<file path="config.mk">
export PLATFORM = sky130hd
export DESIGN_NAME = stream_arb_mux_flat
export DESIGN_NICKNAME = d
export VERILOG_FILES = /design/src/rtl/stream_arb_mux_if.sv /design/src/rtl/stream_arb_mux.sv /design/src/flat_wrapper.sv
export SDC_FILE = /design/constraint.sdc
export NUM_CORES = 1
export LEC_CHECK = 0
export CAP_MARGIN = 20
export CELL_PAD_IN_SITES_DETAIL_PLACEMENT = 2
export CELL_PAD_IN_SITES_GLOBAL_PLACEMENT = 2
export CORE_MARGIN = 2
export CORE_UTILIZATION = 16
export CTS_CLUSTER_SIZE = 10
export DETAILED_ROUTE_END_ITERATION = 10
export PLACE_DENSITY_LB_ADDON = 0.1
export SLEW_MARGIN = 5
export SYNTH_ARGS = -nofsm -noshare
export SYNTH_HDL_FRONTEND = slang
export SYNTH_SLANG_ARGS = --single-unit
</file>
<file path="constraint.sdc">
create_clock -name clk -period 2.7 [get_ports clk]
set_input_delay 0.675 -clock clk [delete_from_list [all_inputs] [get_ports clk]]
set_output_delay 0.675 -clock clk [all_outputs]
set_load 0.005 [all_outputs]
</file>
<file path="src/rtl/stream_arb_mux_if.sv">
// Stream bundle between N_IN requesters and one shared downstream port.
// The master is the side that sources input beats and sinks the output stream.
interface stream_arb_mux_if #(
   parameter int N_IN  = 4,
   parameter int WIDTH = 32
);
   localparam int SELW = $clog2(N_IN);

   logic [N_IN*WIDTH-1:0] in_data;
   logic [N_IN-1:0]       in_valid;
   logic [N_IN-1:0]       in_last;
   logic [N_IN-1:0]       in_ready;
   logic [WIDTH-1:0]      out_data;
   logic                  out_last;
   logic [SELW-1:0]       out_sel;
   logic                  out_valid;
   logic                  out_ready;

   modport master (
      output in_data, in_valid, in_last, out_ready,
      input  in_ready, out_data, out_last, out_sel, out_valid
   );

   modport slave (
      input  in_data, in_valid, in_last, out_ready,
      output in_ready, out_data, out_last, out_sel, out_valid
   );
endinterface

</file>
<file path="src/rtl/stream_arb_mux.sv">
// N-channel registered stream mux with fixed-priority or round-robin arbitration
// and optional packet lock that keeps the grant until a last beat transfers.
module stream_arb_mux #(
   parameter int N_IN  = 4,
   parameter int WIDTH = 32,
   parameter int MODE  = 1,
   parameter int LOCK  = 1
) (
   input logic              clk,
   input logic              rst,
   stream_arb_mux_if.slave  bus
);
   localparam int SELW = $clog2(N_IN);

   localparam logic [0:0] ST_ARB    = 1'b0;
   localparam logic [0:0] ST_LOCKED = 1'b1;

   logic [0:0]       state_q, state_d;
   logic [SELW-1:0]  lockCh_q, lockCh_d;
   logic [SELW-1:0]  ptr_q, ptr_d;
   logic [WIDTH-1:0] outData_q, outData_d;
   logic             outLast_q, outLast_d;
   logic [SELW-1:0]  outSel_q, outSel_d;
   logic             outValid_q, outValid_d;

   logic [SELW-1:0]  grant;
   logic             grantValid;
   logic [SELW:0]    rrIdx;
   logic             canLoad;
   logic             transfer;

   // A locked packet owns the grant even while its channel is idle.
   always_comb begin
      grant      = '0;
      grantValid = 1'b0;
      rrIdx      = '0;
      if (LOCK != 0 && state_q == ST_LOCKED) begin
         grant      = lockCh_q;
         grantValid = bus.in_valid[lockCh_q];
      end else if (MODE == 0) begin
         for (int i = N_IN - 1; i >= 0; i--) begin
            if (bus.in_valid[i]) begin
               grant      = SELW'(i);
               grantValid = 1'b1;
            end
         end
      end else begin
         for (int k = 0; k < N_IN; k++) begin
            rrIdx = {1'b0, ptr_q} + (SELW+1)'(k);
            if (rrIdx >= (SELW+1)'(N_IN)) begin
               rrIdx = rrIdx - (SELW+1)'(N_IN);
            end
            if (!grantValid && bus.in_valid[rrIdx[SELW-1:0]]) begin
               grant      = rrIdx[SELW-1:0];
               grantValid = 1'b1;
            end
         end
      end
   end

   assign canLoad  = !outValid_q || bus.out_ready;
   assign transfer = !rst && canLoad && grantValid;

   always_comb begin
      bus.in_ready = '0;
      if (transfer) begin
         bus.in_ready[grant] = 1'b1;
      end
   end

   always_comb begin
      state_d    = state_q;
      lockCh_d   = lockCh_q;
      ptr_d      = ptr_q;
      outData_d  = outData_q;
      outLast_d  = outLast_q;
      outSel_d   = outSel_q;
      outValid_d = outValid_q;
      if (transfer) begin
         outData_d  = bus.in_data[grant*WIDTH +: WIDTH];
         outLast_d  = bus.in_last[grant];
         outSel_d   = grant;
         outValid_d = 1'b1;
         if (LOCK != 0) begin
            if (bus.in_last[grant]) begin
               state_d = ST_ARB;
            end else begin
               state_d  = ST_LOCKED;
               lockCh_d = grant;
            end
         end
         // Pointer only advances once a packet is complete.
         if (MODE != 0 && (LOCK == 0 || bus.in_last[grant])) begin
            ptr_d = (grant == SELW'(N_IN - 1)) ? '0 : grant + SELW'(1);
         end
      end else if (bus.out_ready) begin
         outValid_d = 1'b0;
      end
   end

   always_ff @(posedge clk) begin
      if (rst) begin
         state_q    <= ST_ARB;
         lockCh_q   <= '0;
         ptr_q      <= '0;
         outData_q  <= '0;
         outLast_q  <= 1'b0;
         outSel_q   <= '0;
         outValid_q <= 1'b0;
      end else begin
         state_q    <= state_d;
         lockCh_q   <= lockCh_d;
         ptr_q      <= ptr_d;
         outData_q  <= outData_d;
         outLast_q  <= outLast_d;
         outSel_q   <= outSel_d;
         outValid_q <= outValid_d;
      end
   end

   assign bus.out_data  = outData_q;
   assign bus.out_last  = outLast_q;
   assign bus.out_sel   = outSel_q;
   assign bus.out_valid = outValid_q;
endmodule
</file>
<file path="src/flat_wrapper.sv">
// flat-port wrapper written by rule: the top's interface ports become plain ports
module stream_arb_mux_flat 
#(
   parameter int N_IN  = 4,
   parameter int WIDTH = 32,
   parameter int MODE  = 1,
   parameter int LOCK  = 1
)
  (clk, rst, bus_in_data, bus_in_valid, bus_in_last, bus_out_ready, bus_in_ready, bus_out_data, bus_out_last, bus_out_sel, bus_out_valid);
  stream_arb_mux_if #(.N_IN(N_IN), .WIDTH(WIDTH)) bus_i ();
  input logic clk;
  input logic rst;
  input wire logic [$bits(bus_i.in_data)-1:0] bus_in_data;
  input wire logic [$bits(bus_i.in_valid)-1:0] bus_in_valid;
  input wire logic [$bits(bus_i.in_last)-1:0] bus_in_last;
  input wire logic [$bits(bus_i.out_ready)-1:0] bus_out_ready;
  output wire logic [$bits(bus_i.in_ready)-1:0] bus_in_ready;
  output wire logic [$bits(bus_i.out_data)-1:0] bus_out_data;
  output wire logic [$bits(bus_i.out_last)-1:0] bus_out_last;
  output wire logic [$bits(bus_i.out_sel)-1:0] bus_out_sel;
  output wire logic [$bits(bus_i.out_valid)-1:0] bus_out_valid;
  assign bus_i.in_data = bus_in_data;
  assign bus_i.in_valid = bus_in_valid;
  assign bus_i.in_last = bus_in_last;
  assign bus_i.out_ready = bus_out_ready;
  assign bus_in_ready = bus_i.in_ready;
  assign bus_out_data = bus_i.out_data;
  assign bus_out_last = bus_i.out_last;
  assign bus_out_sel = bus_i.out_sel;
  assign bus_out_valid = bus_i.out_valid;
  stream_arb_mux #(.N_IN(N_IN), .WIDTH(WIDTH), .MODE(MODE), .LOCK(LOCK)) u_core (.clk(clk), .rst(rst), .bus(bus_i));
endmodule
</file>
# Word level (Yosys, flattened, before mapping)
# Index checks and enable logic that the tools add are counted.
[totals]
reg_bits = 41
input_bits = 139
out_inout_bits = 40
wordCells = 84
[classes]
n_addsub = 8
magnitude_cmp = 11
n_eq_ne = 1
n_shift = 1
n_mux = 40
bitwise_logic = 1
reduce_logical = 15
[op_table]
columns = ["cell", "count"]
rows = [
  ["128-bit by 8-bit variable part select with 32-bit output", 1],
  ["2-bit two-way mux", 14],
  ["2-bit by 3-bit < comparator with 1-bit output (second input constant)", 6],
  ["1-bit two-way mux", 18],
  ["1-bit binary-select mux with 2-bit select", 6],
  ["3-bit >= comparator (second input constant)", 3],
  ["2-bit by 1-bit subtractor with 2-bit output (second input constant)", 4],
  ["2-bit by 2-bit adder with 3-bit output (second input constant)", 2],
  ["1-bit logical AND", 6],
  ["1-bit zero test", 5],
  ["4-bit two-way mux", 1],
  ["2-bit AND reduction", 2],
  ["2-bit by 1-bit adder with 3-bit output (second input constant)", 1],
  ["2-bit by 3-bit >= comparator with 1-bit output (second input constant)", 1],
  ["2-bit by 1-bit adder with 2-bit output (second input constant)", 1],
  ["1-bit demux with 2-bit select", 1],
  ["2-bit equality test (second input constant)", 1],
  ["2-bit by 1-bit >= comparator with 1-bit output (second input constant)", 1],
  ["2-bit nonzero test", 1],
  ["1-bit logical OR", 1],
  ["1-bit inverter", 1],
]

# Longest topological paths before layout
[logic_depth]
ltp_word = 24
mapped_depth = 10
ltp_nobuf = 7

# Least setup slack after synthesis
# OpenSTA, ideal clock, no wires.
[synth_path]
path_kind = "input port to output port"
from = "input port bus_in_valid[2]"
to = "output port bus_in_ready[2]"
arrival_ns = 1.956
required_time_ns = 2.025
slack_ns = 0.069
cell_stages = 8
path_buffers = 2
path_cell_list = "nor2b_1 > a2111o_1 > nand2_2 > inv_2 > buf_6 > buf_6 > ha_1 > and2_1"
[synth_between]
elab_chain_len = 21
elab_cells_between_ends = 36
classes_between = "order compare (2); mux (26); reduce/logical (8)"
[synth_lines]
columns = ["item", "line_no", "source"]
rows = [
  ["start, declared", "flat_wrapper.sv:14", "input wire logic [$bits(bus_i.in_valid)-1:0] bus_in_valid;"],
  ["1-bit binary-select mux with 2-bit select", "stream_arb_mux.sv:53", "if (!grantValid && bus.in_valid[rrIdx[SELW-1:0]]) begin"],
  ["1-bit two-way mux (not written as such)", "stream_arb_mux.sv:53", ""],
  ["1-bit two-way mux", "stream_arb_mux.sv:53", ""],
  ["1-bit two-way mux", "stream_arb_mux.sv:37", "if (LOCK != 0 && state_q == ST_LOCKED) begin"],
  ["1-bit zero test", "stream_arb_mux.sv:53", ""],
  ["1-bit logical AND", "stream_arb_mux.sv:53", ""],
  ["1-bit two-way mux", "stream_arb_mux.sv:53", ""],
  ["1-bit two-way mux", "stream_arb_mux.sv:37", ""],
  ["[... 6 more ...]", "n/a", ""],
  ["2-bit two-way mux *", "stream_arb_mux.sv:53", ""],
  ["2-bit two-way mux *", "stream_arb_mux.sv:37", ""],
  ["named net u_core.grant[1]", "stream_arb_mux.sv:26", "logic [SELW-1:0] grant;"],
  ["2-bit by 3-bit < comparator with 1-bit output (not written as such) or 2-bit by 1-bit >= comparator with 1-bit output (tied branches)", "stream_arb_mux.sv:67", "bus.in_ready[grant] = 1'b1;"],
  ["1-bit logical AND (not written as such)", "stream_arb_mux.sv:67", ""],
  ["1-bit two-way mux (not written as such)", "stream_arb_mux.sv:67", ""],
  ["1-bit demux with 2-bit select *", "n/a", ""],
  ["4-bit two-way mux *", "stream_arb_mux.sv:66", "if (transfer) begin"],
  ["end, declared", "flat_wrapper.sv:17", "output wire logic [$bits(bus_i.in_ready)-1:0] bus_in_ready;"],
]
# Mark *: on every way through the listed nets, which the timed path passes. The rest lies on a longest branch. The select of a mux whose other input is x is not followed.

# Worst setup path in the final report
[layout_path]
from = "input port bus_in_valid[2]"
to = "output port bus_in_ready[2]"
[layout_between]
elab_chain_len = 21
elab_cells_between_ends = 36
classes_between = "order compare (2); mux (26); reduce/logical (8)"
[layout_lines]
columns = ["item", "line_no"]
rows = [
  ["1-bit binary-select mux with 2-bit select", "stream_arb_mux.sv:53"],
  ["1-bit two-way mux (not written as such)", "stream_arb_mux.sv:53"],
  ["1-bit two-way mux", "stream_arb_mux.sv:53"],
  ["1-bit two-way mux", "stream_arb_mux.sv:37"],
  ["1-bit zero test", "stream_arb_mux.sv:53"],
  ["1-bit logical AND", "stream_arb_mux.sv:53"],
  ["1-bit two-way mux", "stream_arb_mux.sv:53"],
  ["1-bit two-way mux", "stream_arb_mux.sv:37"],
  ["[... 5 more ...]", "n/a"],
  ["1-bit logical AND", "stream_arb_mux.sv:53"],
  ["2-bit two-way mux", "stream_arb_mux.sv:53"],
  ["2-bit two-way mux", "stream_arb_mux.sv:37"],
  ["2-bit by 3-bit < comparator with 1-bit output (not written as such) or 2-bit by 1-bit >= comparator with 1-bit output (tied branches)", "stream_arb_mux.sv:67"],
  ["1-bit logical AND (not written as such)", "stream_arb_mux.sv:67"],
  ["1-bit two-way mux (not written as such)", "stream_arb_mux.sv:67"],
  ["1-bit demux with 2-bit select", "n/a"],
  ["4-bit two-way mux *", "stream_arb_mux.sv:66"],
]
# Every way passes the cells marked *; elsewhere a longest branch is shown, timed or not. The select of a mux whose other input is x is not followed.

==> results.txt <==
- Run status: completed
* Number of antenna violations at the first check in global routing: 0
- The internal power of the cells totals ~1.7 mW.
* Boundary pin count: about 180
- For this run, the leading register cell type out of synthesis is sky130_fd_sc_hd__dfxtp_1.
* Worst hold-check path type: reg -> reg
- Routed via count: between 2000 and 3000
- Total Routing Usage GR: 0.136
- Worst hold path depth: 2
* Setup violators final: 0
- Non-Filler Instances: 651
- Antenna-violating nets left: 0
- Mean post-synth cell area: 9.30 um^2
- Routed signal wires occupy layers up through met4.
- Category of the critical setup timing path: in -> out
- The worst register-to-register path ends at u_core.bus.out_data[11]$_SDFFE_PP0P_.
- Part of the Yosys area used for sequential elements: 0.334
* Portion of synthesized cell area occupied by the leading cell type: 0.334
- Number of buffers created by CTS: 5
- The analysis attributes to cell leakage a power of about 1.9 nW.
* Wire length of the first global-routing pass: 17100 um
- For hold timing, the worst endpoint is u_core.bus.out_sel[0]$_SDFFE_PP0P_.
* Share of final-layout standard cells stronger than drive strength 1: 0.147
- After detailed routing, the number of remaining DRC violations is 0.
* Data required time at the worst endpoint: ~2000 ps
- Number of port buffers: about 180
* Tightest Pin Transition: about 660 ps
* Worst-case setup margin in the final layout: between 50 and 60 ps
- Pin count of the biggest net entering global routing: 38
- Maximum fanout encountered on the critical timing path: 4
- Across the routed clock network, the largest skew measured is about 5 ps.
- Clock-pin slew was measured on the worst setup and hold paths at 60 ps.
* Count of flip-flops with a built-in enable after synthesis: 0
- Area contributors post-synth: sky130_fd_sc_hd__dfxtp_1 33%, sky130_fd_sc_hd__mux2i_1 29%, sky130_fd_sc_hd__o221ai_1 12%
* Cell Pwr Density: 508 nW/um^2
- Area growth from synthesis to final layout: 99.4%
* Max-cap check violation count: 0
- Data arrival time at the worst-slack endpoint: 1970 ps
- After technology mapping, the gate count stands at 264.
- In the routed layout, each cell is associated on average with a via count of between 4 and 5.
* Antenna Cells: 0
- Worst R2R Path Depth: 10
* Wire length per cell after detailed routing: around 17 um
- The die covers roughly 16000 um^2.
- Critical Path Most Common Cell: sky130_fd_sc_hd__buf_6
- Counting I/O delays and the setup requirement, the final critical path takes between 2000 and 3000 ps.
- In this run the core area contains 45 standard-cell rows.
- Cells along the critical path: buf_6, nor2b_4, a2111o_1, nand2_2, buf_6, inv_8, ha_2, and2_4, buf_2
* Detailed placement HPWL: between 8000 and 9000 um
* Worst slew margin: 0.560
- In this run, synthesis produced a sequential element count of just over 40.
- Yosys mapped the design onto 32 distinct sky130hd cell types.
- Clk network pwr share: 0.247
- Vias in the first global route: ~3200
- Final critical-path share of the clock period: 0.980
- YS warnings: 0
- Final count of hold timing violations: 0
* Placed cell count: between 600 and 700
* DRC violation total after the first TritonRoute iteration: 52
- Counting the fill cells in the layout gives approximately 1700.
* Share of synthesized registers carrying an async set or reset: 0
- Final core utilization: 0.325
- Unrepaired setup endpoints after global routing: false
- Clock tree sinks: 41
* Met1 Wirelength: approximately 4700 um
- The die is approximately 130 um wide.
* Post-layout nets: between 600 and 700
* Post-Place Worst Slack: -798 ps
- The H-tree was split into 2 levels.
* Smallest hold slack: 456 ps
- Insertion delay to the later sink of the worst-skew pair: approximately 290 ps
- Of the total power, combinational logic draws 0.438.
* TritonCTS clock tree: built
* Startpoint type of the worst setup path: primary input
- Final TNS setup: 0 ps
- Share of total power consumed by net switching: 0.300
- No sink is reached through more buffers than the 2 on the longest clock path.
- The die is between 100 and 150 um tall.
* Worst-path cell with the longest stage delay: sky130_fd_sc_hd__a2111o_1
- In this run, post-CTS hold repair placed 0 buffers.
- Detailed-route wire length: ~11000 um
- The startpoint identified for the worst hold timing path is u_core.bus.out_sel[0]$_SDFFE_PP0P_.
- Initial core utilization: 0.163
- Total core area: about 15000 um^2
* Mapped cell area: between 2000 and 2500 um^2
- The setup check on the worst reg-to-reg path leaves a slack of slightly below 300 ps.
* Clock root buffer: sky130_fd_sc_hd__clkbuf_16
- Number of nets in the synthesized netlist: just over 400
* Portion of total power attributed to sequential cells: 0.315
- Final max-slew violation count: 0
- For this run, the top clock speed supported by timing is between 0.3 and 0.4 GHz.
- At the end of routability-driven placement, the weighted congestion stood at around 0.7.
* Net switching power figure: 0.748 mW
- Cell accounting for the most synthesized area: sky130_fd_sc_hd__dfxtp_1
- Total overflow reported by the global router: 0
- Initial DRT Pass Iterations: 2
- The worst-case IR drop observed on VDD is about 0.25 mV.
* Reg2reg start: u_core.ptr_q[0]$_SDFFE_PP0P_
- Detailed routing placed a total of around 5800 um of wire on met2.
- Largest stage delay on the critical path: between 400 and 500 ps
- After detailed routing, the met3 layer carries around 630 um of wire.
- STA classifies the critical path endpoint as a primary output.
## synthesized netlist by cell type, types with 2 or more instances
cell type / number
sky130_fd_sc_hd__o221ai_1: 33
sky130_fd_sc_hd__dfxtp_1: 41
sky130_fd_sc_hd__nor2_1: 3
sky130_fd_sc_hd__buf_2: 3
sky130_fd_sc_hd__nor2b_1: 2
sky130_fd_sc_hd__o211a_1: 3
sky130_fd_sc_hd__mux2i_1: 70
sky130_fd_sc_hd__nand2_1: 48
sky130_fd_sc_hd__nand3_1: 5
sky130_fd_sc_hd__a21oi_1: 8
sky130_fd_sc_hd__clkbuf_1: 10
sky130_fd_sc_hd__inv_1: 5
sky130_fd_sc_hd__o21ai_0: 4
sky130_fd_sc_hd__buf_6: 5
sky130_fd_sc_hd__ha_1: 4
sky130_fd_sc_hd__and2_1: 4
## sequential cells by signal (all words and copies together), names as in the netlist
signal,cells
u_core.bus.out_data,32
u_core.bus.out_sel,2
u_core.lockCh_q,2
u_core.ptr_q,2
u_core.bus.out_last,1
u_core.bus.out_valid,1
u_core.state_q,1
## power groups by stage
| stage | Sequential, mW | Combinational (mW) | Clock, mW |
|---|---|---|---|
| final | 0.785 | 1.09 | 0.615 |
| after floorplan | 0.799 | 0.426 | 0 |
| after global placement | 0.789 | 1.04 | 0 |
| after global routing | 0.801 | 1.18 | 0.673 |
| after CTS | 0.786 | 1.08 | 0.652 |
| after detailed placement | 0.797 | 1.05 | 0 |
## cell usage in the layout, fill, tap and decap left out, types with 2 or more instances in the layout
cell,n
sky130_fd_sc_hd__inv_1,4
sky130_fd_sc_hd__nand2_2,2
sky130_fd_sc_hd__nand3_1,5
sky130_fd_sc_hd__nor2_1,2
sky130_fd_sc_hd__and2_4,3
sky130_fd_sc_hd__buf_4,23
sky130_fd_sc_hd__mux2i_1,69
sky130_fd_sc_hd__dfxtp_1,40
sky130_fd_sc_hd__a21oi_1,7
sky130_fd_sc_hd__nand2_1,47
sky130_fd_sc_hd__o211a_1,3
sky130_fd_sc_hd__ha_4,2
sky130_fd_sc_hd__buf_6,9
sky130_fd_sc_hd__clkdlybuf4s50_1,170
sky130_fd_sc_hd__buf_12,4
sky130_fd_sc_hd__o221ai_1,32
sky130_fd_sc_hd__o21ai_0,4
sky130_fd_sc_hd__clkbuf_16,5
sky130_fd_sc_hd__nor2b_4,2
sky130_fd_sc_hd__buf_2,4
## critical path, delay by kind of cell
family	cells	cell delay (ps)
adders and majority gates	1	150
buffers and inverters	4	370
and+or+nand+nor	3	350
AOI/OAI and AO/OA	1	410
## layer usage
layer	up-vias	track usage
met2	89	0.251
met4	0	0.0407
met3	7	0.0317
li1	1391	-
met5	-	0
met1	1388	0.156
## how the worst max path moves through the flow
| stage | from | to | cells after the start |
|---|---|---|---|
| after detailed placement | bus_in_valid[1] | bus_in_ready[3] | 8 |
| after global placement | bus_in_valid[2] | bus_in_ready[3] | 8 |
| after global routing | bus_in_valid[2] | bus_in_ready[2] | 9 |
| after floorplan | bus_in_valid[2] | bus_in_ready[2] | 8 |
| after CTS | bus_in_valid[2] | bus_in_ready[3] | 10 |
| final | bus_in_valid[2] | bus_in_ready[2] | 9 |
## through the flow
stage	total power, mW	cell area, um^2
floorplan	1.22	2460
global placement	1.83	4600
detailed placement	1.85	4600
CTS	2.52	4810
global route	2.66	4900
finish	2.49	4900
## final cells by class
type | instances | area (um^2) | area share
well taps | 188 | 235 | 0.0480
multi-input cells | 199 | 1590 | 0.324
clock buffers | 7 | 143 | 0.0291
inverters | 6 | 35.0 | 0.00715
flip-flops and latches | 41 | 822 | 0.168
repair buffers | 210 | 2080 | 0.424
## logic make-up after synthesis
| logic type | after synthesis | synth area share |
|---|---|---|
| mux | 71 | 0.290 |
| buf+inv | 24 | 0.0535 |
| fa+ha+maj | 4 | 0.0204 |
| flops | 41 | 0.334 |
| compound gates | 58 | 0.187 |
| simple gates | 66 | 0.115 |
## repair_timing
item / in CTS / in global routing
hold endpoints to repair: 0 / 0
endpoints found under the setup margin: 4 / 4
setup buffers: 6 / 2
pin swaps: 5 / 6
gates resized for setup: 47 / 22
Note: power is estimated with default switching activity, not from simulation.
